--- src/rtl/shifter_pkg.sv ---
// Shared definitions for the serial shift unit: op codes, FSM states, default widths.
package shifter_pkg;

  localparam int DEF_WIDTH   = 32;
  localparam int DEF_SHAMT_W = 5;

  localparam logic [1:0] OP_SLL = 2'b00;
  localparam logic [1:0] OP_SRL = 2'b01;
  localparam logic [1:0] OP_SRA = 2'b10;
  localparam logic [1:0] OP_ROR = 2'b11;

  typedef enum logic {
    IDLE  = 1'b0,
    SHIFT = 1'b1
  } state_t;

endpackage

--- src/rtl/shift_step.sv ---
// Combinational single-bit shift of the accumulator for sll/srl/sra/ror.
module shift_step #(
  parameter int WIDTH = shifter_pkg::DEF_WIDTH
) (
  input  logic [WIDTH-1:0] acc,
  input  logic [1:0]       op,
  output logic [WIDTH-1:0] acc_next
);
  import shifter_pkg::*;

  always_comb begin
    acc_next = {1'b0, acc[WIDTH-1:1]};
    case (op)
      OP_SLL:  acc_next = {acc[WIDTH-2:0], 1'b0};
      OP_SRL:  acc_next = {1'b0, acc[WIDTH-1:1]};
      OP_SRA:  acc_next = {acc[WIDTH-1], acc[WIDTH-1:1]};
      OP_ROR:  acc_next = {acc[0], acc[WIDTH-1:1]};
      default: acc_next = {1'b0, acc[WIDTH-1:1]};
    endcase
  end

endmodule

--- src/rtl/serial_shifter.sv ---
// One-bit-per-cycle MIPS32 shift unit with start/busy/done handshake.
// The shift operand is truncated to SHAMT_W bits; discarded nonzero upper bits raise trunc.
module serial_shifter #(
  parameter int WIDTH   = shifter_pkg::DEF_WIDTH,
  parameter int SHAMT_W = shifter_pkg::DEF_SHAMT_W
) (
  input  logic             clk,
  input  logic             rst_n,
  input  logic             start,
  input  logic [1:0]       op,
  input  logic [WIDTH-1:0] data_in,
  input  logic [WIDTH-1:0] amount_in,
  output logic             busy,
  output logic             done,
  output logic [WIDTH-1:0] result,
  output logic             trunc
);
  import shifter_pkg::*;

  state_t             state_reg;
  logic [WIDTH-1:0]   acc_reg;
  logic [WIDTH-1:0]   acc_next;
  logic [SHAMT_W-1:0] cnt_reg;
  logic [1:0]         op_reg;
  logic               trunc_pending_reg;
  logic               busy_reg;
  logic               done_reg;
  logic [WIDTH-1:0]   result_reg;
  logic               trunc_reg;

  shift_step #(.WIDTH(WIDTH)) u_step (
    .acc      (acc_reg),
    .op       (op_reg),
    .acc_next (acc_next)
  );

  always_ff @(posedge clk or negedge rst_n) begin
    if (!rst_n) begin
      state_reg         <= IDLE;
      acc_reg           <= '0;
      cnt_reg           <= '0;
      op_reg            <= '0;
      trunc_pending_reg <= 1'b0;
      busy_reg          <= 1'b0;
      done_reg          <= 1'b0;
      result_reg        <= '0;
      trunc_reg         <= 1'b0;
    end else begin
      done_reg <= 1'b0;
      case (state_reg)
        IDLE: begin
          if (start) begin
            acc_reg           <= data_in;
            cnt_reg           <= amount_in[SHAMT_W-1:0];
            op_reg            <= op;
            trunc_pending_reg <= |amount_in[WIDTH-1:SHAMT_W];
            busy_reg          <= 1'b1;
            state_reg         <= SHIFT;
          end
        end
        SHIFT: begin
          // The count reaching zero costs one extra cycle, so N=0 still spends one cycle busy.
          if (cnt_reg != '0) begin
            acc_reg <= acc_next;
            cnt_reg <= cnt_reg - SHAMT_W'(1);
          end else begin
            result_reg <= acc_reg;
            trunc_reg  <= trunc_pending_reg;
            done_reg   <= 1'b1;
            busy_reg   <= 1'b0;
            state_reg  <= IDLE;
          end
        end
        default: state_reg <= IDLE;
      endcase
    end
  end

  assign busy   = busy_reg;
  assign done   = done_reg;
  assign result = result_reg;
  assign trunc  = trunc_reg;

endmodule

--- config.mk ---
export PLATFORM = sky130hd
export DESIGN_NAME = serial_shifter
export DESIGN_NICKNAME = d
export VERILOG_FILES = /design/src/rtl/shifter_pkg.sv /design/src/rtl/shift_step.sv /design/src/rtl/serial_shifter.sv
export SDC_FILE = /design/constraint.sdc
export NUM_CORES = 1
export LEC_CHECK = 0
export ABC_AREA = 1
export CORE_ASPECT_RATIO = 1.4
export CORE_MARGIN = 2
export CORE_UTILIZATION = 48
export DETAILED_ROUTE_END_ITERATION = 6
export HOLD_SLACK_MARGIN = 0.15
export PLACE_DENSITY = 0.79
export SYNTH_ARGS = -nofsm -noshare
export SYNTH_HDL_FRONTEND = slang
export SYNTH_SLANG_ARGS = --single-unit
--- constraint.sdc ---
create_clock -name clk -period 2 [get_ports clk]
set_input_delay 0.4 -clock clk [delete_from_list [all_inputs] [get_ports clk]]
set_output_delay 0.4 -clock clk [all_outputs]
set_load 0.005 [all_outputs]
==> results.yml, run 1 <==
clock_tree:
  cts.repair.resized: 0
  clock_path_buffers: 2
  cts_tree: "built"
  h-tree-depth: 3
  postCtsSetupBuffers: 0
  clkTransAtPathRegs_ns: 0.06
  cts_root_buffer: "clkbuf_16"
  clk_latency_ns: 0.34
  cts_buffers: 9
  clock-sinks: 76
timing:
  setup_ws_ns: 0.2823
  final-setup-viol-count: 0
  post-route-min-period_ns: 1.718
  slew_violations: 0
  max_freq_ghz: 0.5822
  worstMarginPinSlew_ns: 0.4542
  tns_ns: 0
  slew_headroom_pct: 69.72
  rsz0062_at_grt: "no"
  clock_skew_ns: 0.005218
  fin_crit_sh_pct: 85.89
  finalHoldViolCount: 0
synthesis:
  yosysTopAreaCell: "dfrtp_1"
  ys_ff_latch: 76
  synth-seq-area-share_pct: 48.42
  synthTopCellsByArea: "dfrtp_1 (48%), nand2_1 (20%), o21ai_2 (4.9%)"
  syn_area_sq_mm: 0.003928
  avgSynthCellArea_sq_um: 7.582
  synth-async-reset-ratio_pct: 100.0
  yosys_warnings: 0
  synth_flop_cell: "dfrtp_1"
  synth_top_cells_by_count: "nand2_1 (209), dfrtp_1 (76), inv_1 (44)"
  syn-num-nets: 588
  yosys.area.top_type_share_pct: 48.42
  ys_types: 23
  syn_inst: 518
  synth_edf_count: 0
  yosysMostFrequentCell: "nand2_1"
placement:
  placed_cells: 704
  place.gp.congestion: 0.8015
  place_hpwl_mm: 6.337
  portBuffers: 103
  dp_slack_ns: 0.2506
worst_setup_path:
  reg2regPathDepth: 6
  crit_required_ns: 2.26
  rr_endpoint: "acc_reg[9]"
  crit_type: "flip-flop to flip-flop"
  crit_end: "acc_reg[9]"
  startpoint_type: "flip-flop"
  worstSetupStartpoint: "state_reg"
  cp-end-kind: "flip-flop"
  r2r_slack_ns: 0.28
  cp.arrival_ns: 1.98
  r2r_start: "state_reg"
  path_max_fanout: 32
power_and_ir_drop:
  p_per_area_mw_per_mm2: 1649
  p_leak_nw: 2.599
  ir_drop_mv: 0.7214
floorplanning:
  die_y_um: 111.0
  initial_core_util_pct: 48.78
  core_area_sq_mm: 0.008051
  die_area_sq_mm: 0.008932
  num_rows: 39
  ios: 104
  die_w_um: 80.45
final_layout:
  fill_cells: 702
  diodes: 0
  multi_input_area_sq_mm: 0.001679
  syn_to_final_growth_pct: 33.93
  finalNonFillerCells: 720
  layout-drive-gt1-share_pct: 10.68
  nets: 684
  seq_area_sq_mm: 0.001902
global_routing:
  grt_pass1_vias: 3526
  grt_max_degree: 47
  grt_overflow_total: 0
  grt_pass1_wl_mm: 15.55
  antenna_found_initial: 0
  track_usage_pct: 22.23
detailed_routing:
  post-route-drc-count: 0
  post_drt_wl_per_cell_um: 12.73
  drt_pass1_iterations: 4
  via_per_inst: 5.003
  first_iter_violations: 247
  ant_nets: 0
  vias: 3602
  wl_mm: 9.169
run_status:
  status: "completed"
flow_run:
  maxCapViolCount: 0
hold_path:
  hold_path_class: "flip-flop to flip-flop"
[layout by cell type, fill, tap and decap left out, drive strengths merged, types with 3 or more instances in the layout]
master           n
buf             10
clkbuf          12
clkdlybuf4s50  102
clkinv           3
dfrtp           76
inv             45
nand2          227
nand3           36
nor2            28
o21ai           73
[per-layer routing]
metal | track usage, % | up-vias | share of wire, % | routed length, um
met3 | 4.723 | 18 | 5.0 | 457
met5 | 0 | - | 0 | 0
met4 | 10.17 | 0 | 2.1 | 197
li1 | - | 1801 | - | -
met1 | 26.76 | 1673 | 41 | 3770
met2 | 37.44 | 110 | 52 | 4743
[critical path, cell delays in order (launching register included)]
cell,delay [ns]
dfrtp_1,0.46
inv_2,0.32
nand2_1,0.19
nand2_2,0.14
buf_4,0.32
nand2_1,0.11
o21ai_1,0.09
[repair_timing]
action | CTS | global route
hold buffers | 1 | 0
endpoints found under the hold margin | 34 | 0
setup endpoints to repair | 0 | 0
[cell families (layout without fill, tap and decap cells)]
group                      count (synthesis)  in the layout  synth area share (%)
buffers and inverters                     73            173                 8.824
AOI/OAI and AO/OA                         73             73                 11.40
adders and majority gates                  1              1                0.3185
DFF                                       76             76                 48.42
muxes                                      1              1                0.2549
and+or+nand+nor                          294            294                 30.77
[cell type report]
cell class,instances,share of cell area (%)
flip-flops and latches,76,36.16
multi-input cells,369,31.92
repair buffers,113,21.50
clock buffers,12,4.496
inverters,45,3.211
well taps,102,2.426
clock inverters,3,0.2854
[through the flow]
stage	util [%]	cell area [sq um]	total power [mW]	hold slack (ns)
floorplan	-	3928	5.874	0.1044
CTS	65.33	5260	8.735	0.4869
global placement	62.08	4999	7.062	0.3810
finish	65.33	5260	8.676	0.4822
global route	65.33	5260	9.485	0.4935
detailed placement	62.08	4999	7.284	0.3838
[worst min-delay path by stage]
stage	from	to	cells past startpoint
floorplan	rst_n	acc_reg[0]	0
global placement	rst_n	trunc	1
detailed placement	rst_n	trunc	1
CTS	result[6]	result[6]	2
global route	result[8]	result[8]	2
finish	result[11]	result[11]	2
[where the power goes]
group | total (mW) | switching [mW] | internal (mW)
logic | 4.61 | 2.68 | 1.93
registers | 2.65 | 0.351 | 2.30
clock network | 1.42 | 0.592 | 0.826
total | 8.68 | 3.62 | 5.05
(Power assumes the default switching activity.)
==> inputs of run 2 (changes only) <==
- GPL_ROUTABILITY_DRIVEN: unset -> 0
==> results of run 2 <==
No change in the layout: final DEF, timing and power equal those of run 1.
